## config.mk

```make
export PLATFORM = sky130hd
export DESIGN_NAME = hdmi_island_scheduler
export DESIGN_NICKNAME = d
export VERILOG_FILES = /design/src/rtl/hdmi_island_scheduler.sv
export SDC_FILE = /design/constraint.sdc
export NUM_CORES = 1
export LEC_CHECK = 0
export ABC_CLOCK_PERIOD_IN_PS = 4800
export CAP_MARGIN = 20
export CORE_ASPECT_RATIO = 0.6
export CORE_UTILIZATION = 55
export DETAILED_ROUTE_END_ITERATION = 7
export GPL_ROUTABILITY_DRIVEN = 0
export PLACE_DENSITY = 0.9
export SLEW_MARGIN = 20
export SYNTH_ARGS = -nofsm -noshare
export SYNTH_HDL_FRONTEND = slang
export SYNTH_SLANG_ARGS = --single-unit
```

## constraint.sdc

```tcl
create_clock -name pixclk -period 4.8 [get_ports pixclk]
set_clock_uncertainty 0.15 [all_clocks]
set_input_delay 0.72 -clock pixclk [delete_from_list [all_inputs] [get_ports pixclk]]
set_output_delay 0.72 -clock pixclk [all_outputs]
set_load 0.03 [all_outputs]
```

## src/rtl/hdmi_island_scheduler.sv

```systemverilog
// Per-line HDMI blanking sequencer and packet-slot arbiter (preamble, guard bands, 32-cycle slots).
// Optional HDMI_INFOFRAME_AUTO_EN: vSync rising edge auto-requests AVI and audio infoframes once per frame.
module hdmi_island_scheduler #(
    parameter int DISPLAY_WIDTH = 720,
    parameter int FULL_WIDTH    = 858,
    parameter int MAX_PACKETS   = 2,
    parameter int DATA_START    = DISPLAY_WIDTH + 4,
    parameter int CTL_END       = FULL_WIDTH - 10
) (
    input  logic       pixclk,
    input  logic       reset_n,
    input  logic [9:0] CounterX,
    input  logic       vSync,
    input  logic [3:0] req,
    output logic [3:0] grant,
    output logic       null_slot,
    output logic [3:0] preamble,
    output logic       terc_data,
    output logic       data_gb,
    output logic       video_gb,
    output logic [4:0] pkt_offset,
    output logic       first_pkt,
    output logic       hdr_ecc_en,
    output logic       sub_ecc_en
);

    typedef enum logic [2:0] {
        S_IDLE, S_DPRE, S_LGB, S_PKT, S_TGB, S_CTL, S_VPRE, S_VGB
    } state_t;

    state_t     r_state, w_state_n;
    logic [4:0] r_cnt, w_cnt_n;
    logic [1:0] r_slot, w_slot_n;
    logic [1:0] r_n, w_n_n;
    logic       r_rr;
    logic [3:0] w_req, w_arb_grant, w_grant_n;
    logic [2:0] w_pop;
    logic [1:0] w_n_new;
    logic       w_arb, w_more;

`ifdef HDMI_INFOFRAME_AUTO_EN
    logic       r_vs_d;
    logic [1:0] r_pend;

    assign w_req = req | {r_pend, 2'b00};

    // Clear on grant first, so a vSync edge in the same cycle re-arms the request.
    always_ff @(posedge pixclk or negedge reset_n) begin
        if (!reset_n) begin
            r_vs_d <= 1'b0;
            r_pend <= '0;
        end else begin
            r_vs_d <= vSync;
            r_pend <= (r_pend & ~w_grant_n[3:2]) | {2{vSync & ~r_vs_d}};
        end
    end
`else
    logic w_vsync_unused;
    assign w_vsync_unused = vSync;
    assign w_req = req;
`endif

    always_comb begin
        w_pop = '0;
        for (int unsigned i = 0; i < 4; i++) begin
            w_pop = w_pop + {2'b00, w_req[i]};
        end
        w_n_new = (w_pop > 3'(MAX_PACKETS)) ? 2'(MAX_PACKETS) : w_pop[1:0];
    end

    // Fixed priority ACR > audio sample > infoframes; infoframes share a round-robin pointer.
    always_comb begin
        w_arb_grant = '0;
        if (w_req[0])                  w_arb_grant = 4'b0001;
        else if (w_req[1])             w_arb_grant = 4'b0010;
        else if (w_req[2] && w_req[3]) w_arb_grant = r_rr ? 4'b1000 : 4'b0100;
        else if (w_req[2])             w_arb_grant = 4'b0100;
        else if (w_req[3])             w_arb_grant = 4'b1000;
    end

    assign w_more = ({1'b0, r_slot} + 3'd1) < {1'b0, r_n};

    always_comb begin
        w_state_n = r_state;
        w_cnt_n   = r_cnt + 5'd1;
        w_slot_n  = r_slot;
        w_n_n     = r_n;
        w_arb     = 1'b0;
        case (r_state)
            S_IDLE: begin
                w_cnt_n = '0;
                if (CounterX == 10'(CTL_END)) begin
                    w_state_n = S_VPRE;
                end else if (CounterX == 10'(DATA_START) && (w_req != '0)) begin
                    w_state_n = S_DPRE;
                    w_n_n     = w_n_new;
                    w_slot_n  = '0;
                end
            end
            S_DPRE: if (r_cnt == 5'd7) begin
                w_state_n = S_LGB;
                w_cnt_n   = '0;
            end
            S_LGB: begin
                w_arb = (r_cnt == 5'd0);
                if (r_cnt == 5'd1) begin
                    w_state_n = S_PKT;
                    w_cnt_n   = '0;
                    w_slot_n  = '0;
                end
            end
            S_PKT: begin
                w_arb = (r_cnt == 5'd30) && w_more;
                if (r_cnt == 5'd31) begin
                    if (w_more) begin
                        w_slot_n = r_slot + 2'd1;
                    end else begin
                        w_state_n = S_TGB;
                        w_cnt_n   = '0;
                    end
                end
            end
            S_TGB: if (r_cnt == 5'd1) begin
                w_state_n = S_CTL;
                w_cnt_n   = '0;
            end
            S_CTL: begin
                w_cnt_n = '0;
                if (CounterX == 10'(CTL_END)) w_state_n = S_VPRE;
            end
            S_VPRE: if (r_cnt == 5'd7) begin
                w_state_n = S_VGB;
                w_cnt_n   = '0;
            end
            S_VGB: if (r_cnt == 5'd1) begin
                w_state_n = S_IDLE;
                w_cnt_n   = '0;
            end
            default: w_state_n = S_IDLE;
        endcase
        w_grant_n = w_arb ? w_arb_grant : '0;
    end

    always_ff @(posedge pixclk or negedge reset_n) begin
        if (!reset_n) begin
            r_state    <= S_IDLE;
            r_cnt      <= '0;
            r_slot     <= '0;
            r_n        <= '0;
            r_rr       <= 1'b0;
            grant      <= '0;
            null_slot  <= 1'b0;
            preamble   <= '0;
            terc_data  <= 1'b0;
            data_gb    <= 1'b0;
            video_gb   <= 1'b0;
            pkt_offset <= '0;
            first_pkt  <= 1'b0;
            hdr_ecc_en <= 1'b0;
            sub_ecc_en <= 1'b0;
        end else begin
            r_state <= w_state_n;
            r_cnt   <= w_cnt_n;
            r_slot  <= w_slot_n;
            r_n     <= w_n_n;
            if (w_grant_n[2])      r_rr <= 1'b1;
            else if (w_grant_n[3]) r_rr <= 1'b0;
            grant      <= w_grant_n;
            null_slot  <= w_arb && (w_arb_grant == '0);
            preamble   <= (w_state_n == S_DPRE) ? 4'b0101 :
                          (w_state_n == S_VPRE) ? 4'b0001 : 4'b0000;
            terc_data  <= (w_state_n == S_LGB) || (w_state_n == S_PKT) || (w_state_n == S_TGB);
            data_gb    <= (w_state_n == S_LGB) || (w_state_n == S_TGB);
            video_gb   <= (w_state_n == S_VGB);
            pkt_offset <= (w_state_n == S_PKT) ? w_cnt_n : 5'd0;
            first_pkt  <= (w_state_n == S_PKT) && (w_slot_n == 2'd0);
            hdr_ecc_en <= (w_state_n == S_PKT) && (w_cnt_n < 5'd24);
            sub_ecc_en <= (w_state_n == S_PKT) && (w_cnt_n < 5'd28);
        end
    end

endmodule

```

==> results of run 1 <==
power by group through the flow:
stage	sequential [mW]	clock (mW)	combinational, mW
2_1_floorplan	0.318	0	0.169
3_3_place_gp	0.317	0	0.229
3_5_place_dp	0.321	0	0.242
4_1_cts	0.316	0.235	0.247
5_1_grt	0.321	0.241	0.277
6_report	0.317	0.231	0.250
placed cells by master, fill, tap and decap left out, types with 2 or more instances in the layout:
| cell type | n |
|---|---|
| clkdlybuf4s50_1 | 33 |
| dfrtp_1 | 31 |
| inv_1 | 13 |
| a21oi_1 | 13 |
| nand2_1 | 12 |
| ha_1 | 11 |
| nor2_1 | 9 |
| o21ai_0 | 7 |
| and3_1 | 7 |
| clkbuf_8 | 7 |
| nand3_1 | 5 |
| nor3_1 | 5 |
| nand2b_1 | 4 |
| and2_1 | 4 |
| a31oi_1 | 4 |
| a41oi_1 | 3 |
| nor2b_1 | 3 |
| nand4_1 | 3 |
| nor4b_2 | 2 |
| and3b_1 | 2 |
| nor3b_1 | 2 |
| a211oi_1 | 2 |
| o211ai_1 | 2 |
| o21ai_1 | 2 |
| or3_1 | 2 |
| a211o_1 | 2 |
| fa_1 | 2 |
| conb_1 | 2 |
layout make-up:
type,count,area share
Sequential cell,31,0.336
Clock inverter,1,0.00325
Clock buffer,7,0.0418
Inverter,13,0.0211
Multi-Input combinational cell,136,0.428
Timing Repair Buffer,34,0.146
Tap cell,42,0.0228
metal layers:
| metal | up-vias | wire length [um] |
|---|---|---|
| met5 | - | 0 |
| met4 | 0 | 68 |
| met3 | 12 | 306 |
| met2 | 74 | 2070 |
| met1 | 758 | 2020 |
| li1 | 741 | - |
cells in the mapped netlist, types with 2 or more instances:
cell      instances
a21oi_1          13
a41oi_1           3
a211o_1           2
nor2_1            9
clkbuf_1          5
ha_1             11
o21ai_1           2
fa_1              2
nand3_1           5
and3b_1           2
and3_1            7
nand2_1          12
nor4b_2           2
nand2b_1          4
a31oi_1           4
a211oi_1          2
o21ai_0           7
nor3b_1           2
buf_4             2
nand4_1           3
inv_1            13
nor3_1            5
or3_1             2
nor2b_1           3
and2_1            4
o211ai_1          2
dfrtp_1          31
path summary, 6_finish.rpt:
kind / end / start / cells past startpoint / slack (ps)
min in group asynchronous: pkt_offset[0] / reset_n / 2 / 650
worst min register to register: r_n[1] / r_n[1] / 2 / 370
max in group asynchronous: r_slot[0] / reset_n / 2 / 3570
worst max register to register: pkt_offset[1] / r_slot[0] / 7 / 1810
worst max-delay path: pkt_offset[1] / r_slot[0] / 7 / 1810
worst min-delay path: r_n[1] / r_n[1] / 2 / 370
metrics by stage:
step                      std cells  setup slack, ps  utilization  hold WS (ps)
after CTS                       264             1870        0.759           377
after global routing            264             1590        0.759           400
after floorplan                 188             2370            -           274
after detailed placement        256             1780        0.725           362
after global placement          256             1870        0.725           344
final                           264             1810        0.759           369
worst max-delay path, cell delays in order (launching register included):
cell and delay (ps):
dfrtp_1 440, inv_1 130, fa_1 500, a211oi_1 490, o21ai_1 320, a211o_1 380, o21ai_1 320, nor3b_1 110
flip-flops by register name (all words and copies together) (netlist names), 2 cells and up:
register and count:
grant 4, pkt_offset 5, preamble 2, r_cnt 5, r_n 2, r_slot 2
r_state 3
cells by family after synthesis:
| group | count (synthesis) |
|---|---|
| simple gates | 67 |
| compound gates | 50 |
| mux | 2 |
| fa+ha+maj | 13 |
| xor+xnor | 2 |
| buf+inv | 21 |
| flops | 31 |
| other cells | 1 |
==> impl_metrics.csv, run 1 <==
group,metric,value,unit
status,status,"finished, final reports clean",
route,remaining_drc_errors,0,
floorplan,die_area,3620,um^2
critical_path,path_class,"flop to flop",
grt,grt_util_met2,0.450,
yosys,synth_mux_area_frac,0.0135,
pwr,powerDensity,346,nW/um^2
hold_path,min_path_type,"flop to flop",
route,viasPerCell,6.00,
yosys,synthFlopType,"dfrtp_1",
floorplan,die_w,77.0,um
cells_and_area,area_growth,24.4,%
grt,top_usage_layer,"met2",
grt,grt_max_degree,32,
floorplan,ioPinCount,37,
sta,post-route-period-util,0.623,
cells_and_area,n_antenna_cell,0,
pwr,power.switching,282,uW
placed_design,hpwl,3.33,mm
yosys,yosys_register_bits,31,
yosys,syn_avg_cell_area,9.92,um^2
grt,gr-usage-met1,0.365,
critical_path,arrival,2990,ps
yosys,yosys.area.top_type,"dfrtp_1",
cells_and_area,post_route_cells_drive_above_1_share,0.0856,
pwr,switching_share,0.353,
yosys,synth-seq-area-share,0.418,
placed_design,dpl_cell_area,2200,um^2
grt,grt_pass1_vias,1486,
clock_tree,cts-root-buf,"clkbuf_8",
cells_and_area,fillers,205,
cells_and_area,multi_input_area,988,um^2
pwr,peakVddDrop,258,uV
cells_and_area,seqCellArea,776,um^2
yosys,synth-edff-count,0,
critical_path,cp_max_fo,7,
floorplan,fp.dieH,47.0,um
critical_path,cp-end-kind,"flop",
sta,setup_viol,0,
yosys,yosys.cell_types.count,55,
clock_tree,post_cts_buffers,0,
route,vias,1585,
sta,rsz0062_at_grt,"false",
clock_tree,cts_tree,"yes",
yosys,synth-simple-area-share,0.219,
clock_tree,cts_buffers,5,
yosys,synth_top_family_by_area,"simple AND/OR/NAND/NOR gates",
pwr,p_total,799,uW
route,drtPass1Iterations,4,
pwr,clkPwrFrac,0.289,
floorplan,rows,15,
route,drt_iter0_drc,158,
critical_path,required,4800,ps
sta,worst_pin_slew,590,ps
pwr,power_leakage,1.01,nW
placed_design,numPortBuffers,33,
pwr,combinationalPowerShare,0.313,
sta,slew-limit-headroom,0.604,
grt,overflow,0,
sta,period_needed,2990,ps
floorplan,initial_utilization,0.610,
sta,tns,0,ps
cells_and_area,num-nets-final,251,
route,drt_wl_total,4.46,mm
clock_tree,clk_path_buf_depth,2,
grt,grt_pass1_wl,7.18,mm
clock_tree,holdBufCountCts,0,
yosys,ys_warn_count,0,
yosys,synth_top_area_frac,0.418,
clock_tree,clock-sinks,31,
pwr,seqPwrFrac,0.397,
yosys,synth_area_leaders,"dfrtp_1 (42%), ha_1 (7.4%), a21oi_1 (3.5%), inv_1 (2.6%), nand2_1 (2.4%)",
yosys,async_reset_ff_frac,1.00,
clock_tree,path_clk_slew,70,ps
floorplan,core_area,3040,um^2
grt,track_usage,0.272,
yosys,syn_inst,187,
sta,final_hold_viol_count,0,
clock_tree,clock_latency,290,ps
cells_and_area,final_area,2310,um^2
flow_run,max_cap_viol_count,0,
route,antenna_left,0,
sta,drv_slew,0,
pwr,intPower,517,uW
critical_path,critPathLaunchType,"flop",
yosys,synth_area,1850,um^2
yosys,synth_xor_area_frac,0.00945,
yosys,synthAdderAreaFrac,0.0958,
route,wl_per_cell,16.9,um
grt,met3_usage,0.0641,
clock_tree,post_cts_resized,0,
clock_tree,cts_max_level,2,
yosys,synth_compound_area_frac,0.192,
grt,antenna_found_initial,0,
sta,fmax,0.334,GHz
(Power assumes the default switching activity.)
==> inputs of run 2 (changes only) <==
--- a/config.mk
+++ b/config.mk
@@ -5,13 +5,13 @@
 export SDC_FILE = /design/constraint.sdc
 export NUM_CORES = 1
 export LEC_CHECK = 0
-export ABC_CLOCK_PERIOD_IN_PS = 4800
+export ABC_CLOCK_PERIOD_IN_PS = 2800
 export CAP_MARGIN = 20
 export CORE_ASPECT_RATIO = 0.6
-export CORE_UTILIZATION = 55
+export CORE_UTILIZATION = 51
 export DETAILED_ROUTE_END_ITERATION = 7
 export GPL_ROUTABILITY_DRIVEN = 0
-export PLACE_DENSITY = 0.9
+export PLACE_DENSITY = 0.85
 export SLEW_MARGIN = 20
 export SYNTH_ARGS = -nofsm -noshare
 export SYNTH_HDL_FRONTEND = slang
==> constraint.sdc (replaced) <==
create_clock -name pixclk -period 2.8 [get_ports pixclk]
set_clock_uncertainty 0.15 [all_clocks]
set_input_delay 0.42 -clock pixclk [delete_from_list [all_inputs] [get_ports pixclk]]
set_output_delay 0.42 -clock pixclk [all_outputs]
set_load 0.03 [all_outputs]
==> impl_metrics.csv, run 2 (synthesized netlist as in run 1, its figures left out) <==
group,metric,value,unit
status,status,"finished, final reports clean",
grt,antenna_found_initial,0,
hold_path,min_path_type,"flop to flop",
pwr,peakVddDrop,367,uV
placed_design,hpwl,3.09,mm
pwr,p_total,1.46,mW
clock_tree,path_clk_slew,70,ps
clock_tree,holdBufCountCts,0,
critical_path,required,2820,ps
critical_path,setup.worst_path.start,"r_cnt[0]",
cells_and_area,reg.largest.list,"pkt_offset: 5 flops, r_cnt: 5 flops, grant: 4 flops",
clock_tree,post_cts_buffers,0,
cells_and_area,fin_util,0.717,
clock_tree,cts_max_level,2,
critical_path,r2r_start,"r_cnt[0]",
clock_tree,post_cts_resized,0,
grt,overflow,0,
placed_design,numPortBuffers,33,
route,viasPerCell,5.75,
sta,final_hold_viol_count,0,
clock_tree,clock_latency,280,ps
clock_tree,cts-root-buf,"clkbuf_8",
grt,grt_pass1_vias,1438,
sta,fmax,0.387,GHz
sta,period_needed,2580,ps
clock_tree,clock-sinks,31,
route,drt_wl_total,4.21,mm
route,drt_iter0_drc,88,
floorplan,die_w,79.8,um
cells_and_area,n_antenna_cell,0,
sta,rsz0062_at_grt,"false",
cells_and_area,final_cell_mix,"clkdlybuf4s50_1 (33), dfrtp_1 (31), inv_1 (13), a21oi_1 (13)",
pwr,power_leakage,1.08,nW
clock_tree,cts_buffers,5,
sta,post-route-period-util,0.923,
critical_path,path_class,"flop to flop",
floorplan,core_area,3360,um^2
floorplan,die_area,3890,um^2
floorplan,fp.dieH,48.7,um
placed_design,pre_cts_ws,145,ps
route,vias,1598,
route,drtPass1Iterations,4,
critical_path,arrival,2600,ps
sta,setup_viol,0,
clock_tree,cts_tree,"yes",
cells_and_area,layout_commonest_cell,"clkdlybuf4s50_1",
cells_and_area,area_growth,30.1,%
critical_path,critPathLaunchType,"flop",
grt,track_usage,0.236,
route,wl_per_cell,15.1,um
sta,drv_slew,0,
floorplan,initial_utilization,0.551,
pwr,powerDensity,604,nW/um^2
hold_path,hp-start,"r_rr",
route,antenna_left,0,
floorplan,rows,16,
route,remaining_drc_errors,0,
critical_path,cp-end-kind,"flop",
grt,grt_pass1_wl,6.84,mm
floorplan,ioPinCount,37,
cells_and_area,num-nets-final,262,
critical_path,cp_max_fo,6,
sta,tns,0,ps
clock_tree,clk_path_buf_depth,2,
cells_and_area,post_route_cells_drive_above_1_share,0.133,
sta,fin_ws,216,ps
grt,grt_max_degree,32,
flow_run,max_cap_viol_count,0,
[run 2: layout make-up]
type	count	area (um^2)
Multi-Input combinational cell	136	993
Inverter	13	48.8
Sequential cell	31	776
Timing Repair Buffer	45	420
Fill cell	257	951
Clock buffer	6	82.6
Tap cell	45	56.3
Clock inverter	2	35.0
[run 2: stage by stage]
step           instance area, um^2  hold slack (ps)  cells
2_1_floorplan                 1860            -25.6    188
3_3_place_gp                  2290              340    270
3_5_place_dp                  2290              352    270
4_1_cts                       2410              363    278
5_1_grt                       2410              393    278
6_report                      2410              362    278
[run 2: metal layers]
layer | share of wire | track usage | vias to the layer above | wire, um
li1 | - | - | 765 | -
met1 | 0.50 | 0.354 | 761 | 2090
met2 | 0.41 | 0.319 | 63 | 1720
met3 | 0.079 | 0.0585 | 9 | 333
met4 | 0.017 | 0.101 | 0 | 71
met5 | 0 | 0 | - | 0
[run 2: final timing paths]
check                                 to  slack (ps)  depth (start not counted)
setup / recovery             preamble[0]         220                          8
hold / removal                      r_rr         360                          1
setup reg to reg             preamble[0]         220                          8
hold reg to reg                     r_rr         360                          1
max in group asynchronous     r_state[0]        1830                          2
min in group asynchronous  pkt_offset[4]         380                          2
[run 2: worst max-delay path, stage by stage, from the launching register on]
cell       delay (ps)
dfrtp_1           430
ha_1              280
and3_1            200
ha_1              230
and2_1            190
o21ai_0           180
o2111ai_2         220
a31oi_4           270
mux2_4            320
[run 2: power by group]
part	internal, mW	leakage [nW]	switching (mW)
clock network	0.288	0.0612	0.167
logic	0.200	0.595	0.277
registers	0.488	0.419	0.0365
==> inputs of run 3 (changes only) <==
==> constraint.sdc (replaced) <==
create_clock -name pixclk -period 2.8 [get_ports pixclk]
set_clock_uncertainty 0.15 [all_clocks]
set_input_delay 0.56 -clock pixclk [delete_from_list [all_inputs] [get_ports pixclk]]
set_output_delay 0.56 -clock pixclk [all_outputs]
set_load 0.03 [all_outputs]
==> impl_metrics.csv, run 3 (synthesized netlist as in run 1, its figures left out) <==
group,metric,value,unit
status,status,"finished, final reports clean",
grt,grt_pass1_vias,1470,
pwr,seqPwrFrac,0.387,
flow_run,max_cap_viol_count,0,
floorplan,rows,16,
sta,rsz0062_at_grt,"false",
floorplan,initial_utilization,0.551,
sta,post-route-period-util,0.932,
cells_and_area,layout_commonest_cell,"clkdlybuf4s50_1",
floorplan,fp.dieH,48.7,um
floorplan,core_area,3360,um^2
grt,grt_max_degree,32,
clock_tree,cts_buffers,5,
critical_path,cp_max_fo,4,
route,drtPass1Iterations,5,
hold_path,min_path_type,"flop to flop",
grt,overflow,0,
route,viasPerCell,6.02,
sta,slew-limit-headroom,0.637,
grt,grt_pass1_wl,6.98,mm
clock_tree,clock_latency,280,ps
clock_tree,clk_path_buf_depth,2,
route,remaining_drc_errors,0,
clock_tree,cts_tree,"yes",
sta,holdWs,366,ps
route,drt_iter0_drc,137,
grt,antenna_found_initial,0,
cells_and_area,fillers,247,
cells_and_area,post_route_cells_drive_above_1_share,0.137,
clock_tree,post_cts_resized,0,
placed_design,hpwl,3.18,mm
pwr,power_leakage,1.07,nW
route,drt_wl_total,4.40,mm
pwr,clkPwrFrac,0.258,
route,wl_per_cell,15.8,um
sta,period_needed,2610,ps
critical_path,required,2810,ps
cells_and_area,final_cell_mix,"clkdlybuf4s50_1 (33), dfrtp_1 (31), buf_4 (14)",
pwr,powerDensity,567,nW/um^2
sta,setup_viol,0,
critical_path,cp-end-kind,"flop",
critical_path,arrival,2620,ps
clock_tree,cts-root-buf,"clkbuf_8",
pwr,switching_share,0.352,
pwr,combinationalPowerShare,0.356,
clock_tree,path_clk_slew,60,ps
pwr,intPower,882,uW
clock_tree,holdBufCountCts,0,
cells_and_area,reg.largest.list,"pkt_offset: 5 flops, r_cnt: 5 flops, grant: 4 flops",
route,antenna_left,0,
cells_and_area,fin_util,0.713,
pwr,power.switching,478,uW
floorplan,die_area,3890,um^2
pwr,peakVddDrop,392,uV
clock_tree,post_cts_buffers,0,
sta,worst_pin_slew,544,ps
clock_tree,clock-sinks,31,
sta,final_hold_viol_count,0,
cells_and_area,n_antenna_cell,0,
critical_path,path_class,"flop to flop",
pwr,p_total,1.36,mW
clock_tree,cts_max_level,2,
critical_path,critPathLaunchType,"flop",
sta,tns,0,ps
cells_and_area,num-nets-final,264,
cells_and_area,area_growth,29.3,%
grt,track_usage,0.243,
sta,fmax,0.383,GHz
floorplan,die_w,79.8,um
route,vias,1680,
sta,drv_slew,0,
placed_design,numPortBuffers,33,
floorplan,ioPinCount,37,
run 3: changes by cell type in the layout (fill, tap and decap cells not counted), sizes merged:
cell	previous run	this run
buf	12	14
bufinv	1	0
run 3: cell type report:
| class | instances | area (um^2) | area share |
|---|---|---|---|
| multi-input combinational | 136 | 993 | 0.414 |
| timing repair buffer | 47 | 435 | 0.182 |
| inverter | 13 | 48.8 | 0.0204 |
| clock buffer | 6 | 82.6 | 0.0344 |
| clock inverter | 1 | 5.00 | 0.00209 |
| tap | 45 | 56.3 | 0.0235 |
| sequential | 31 | 776 | 0.324 |
run 3: critical path, stage by stage (launching register included):
cell	delay [ps]
dfrtp_1	370
inv_1	100
fa_1	550
a211oi_2	70
o21ai_0	430
o2111ai_2	230
a31oi_4	270
mux2_4	310
run 3: per-layer routing:
| metal | wire (um) | GRT usage |
|---|---|---|
| met5 | 0 | 0 |
| met3 | 377 | 0.0792 |
| met2 | 1920 | 0.352 |
| met1 | 2020 | 0.352 |
| met4 | 74 | 0.0536 |
run 3: path summary, 6_finish.rpt:
kind / slack, ps / cells after the start / endpoint / startpoint
min in group asynchronous: 550 / 2 / pkt_offset[0] / reset_n
worst max register to register: 190 / 7 / preamble[0] / r_slot[1]
worst min-delay path: 370 / 2 / r_n[1] / r_n[1]
worst min register to register: 370 / 2 / r_n[1] / r_n[1]
max in group asynchronous: 1660 / 2 / data_gb / reset_n
worst max-delay path: 190 / 7 / preamble[0] / r_slot[1]
run 3: power groups by stage:
stage / combinational (mW) / clock (mW) / sequential [mW]
after floorplan: 0.290 / 0 / 0.546
after global routing: 0.534 / 0.384 / 0.530
after detailed placement: 0.458 / 0 / 0.532
after CTS: 0.467 / 0.350 / 0.525
after global placement: 0.438 / 0 / 0.530
final: 0.484 / 0.350 / 0.526
run 3: stage by stage:
step	std cells	instance area, um^2	setup WS (ps)
CTS	279	2390	56.5
global route	279	2400	41.6
floorplan	188	1860	373
detailed placement	272	2300	102
finish	279	2400	191
global placement	272	2300	155
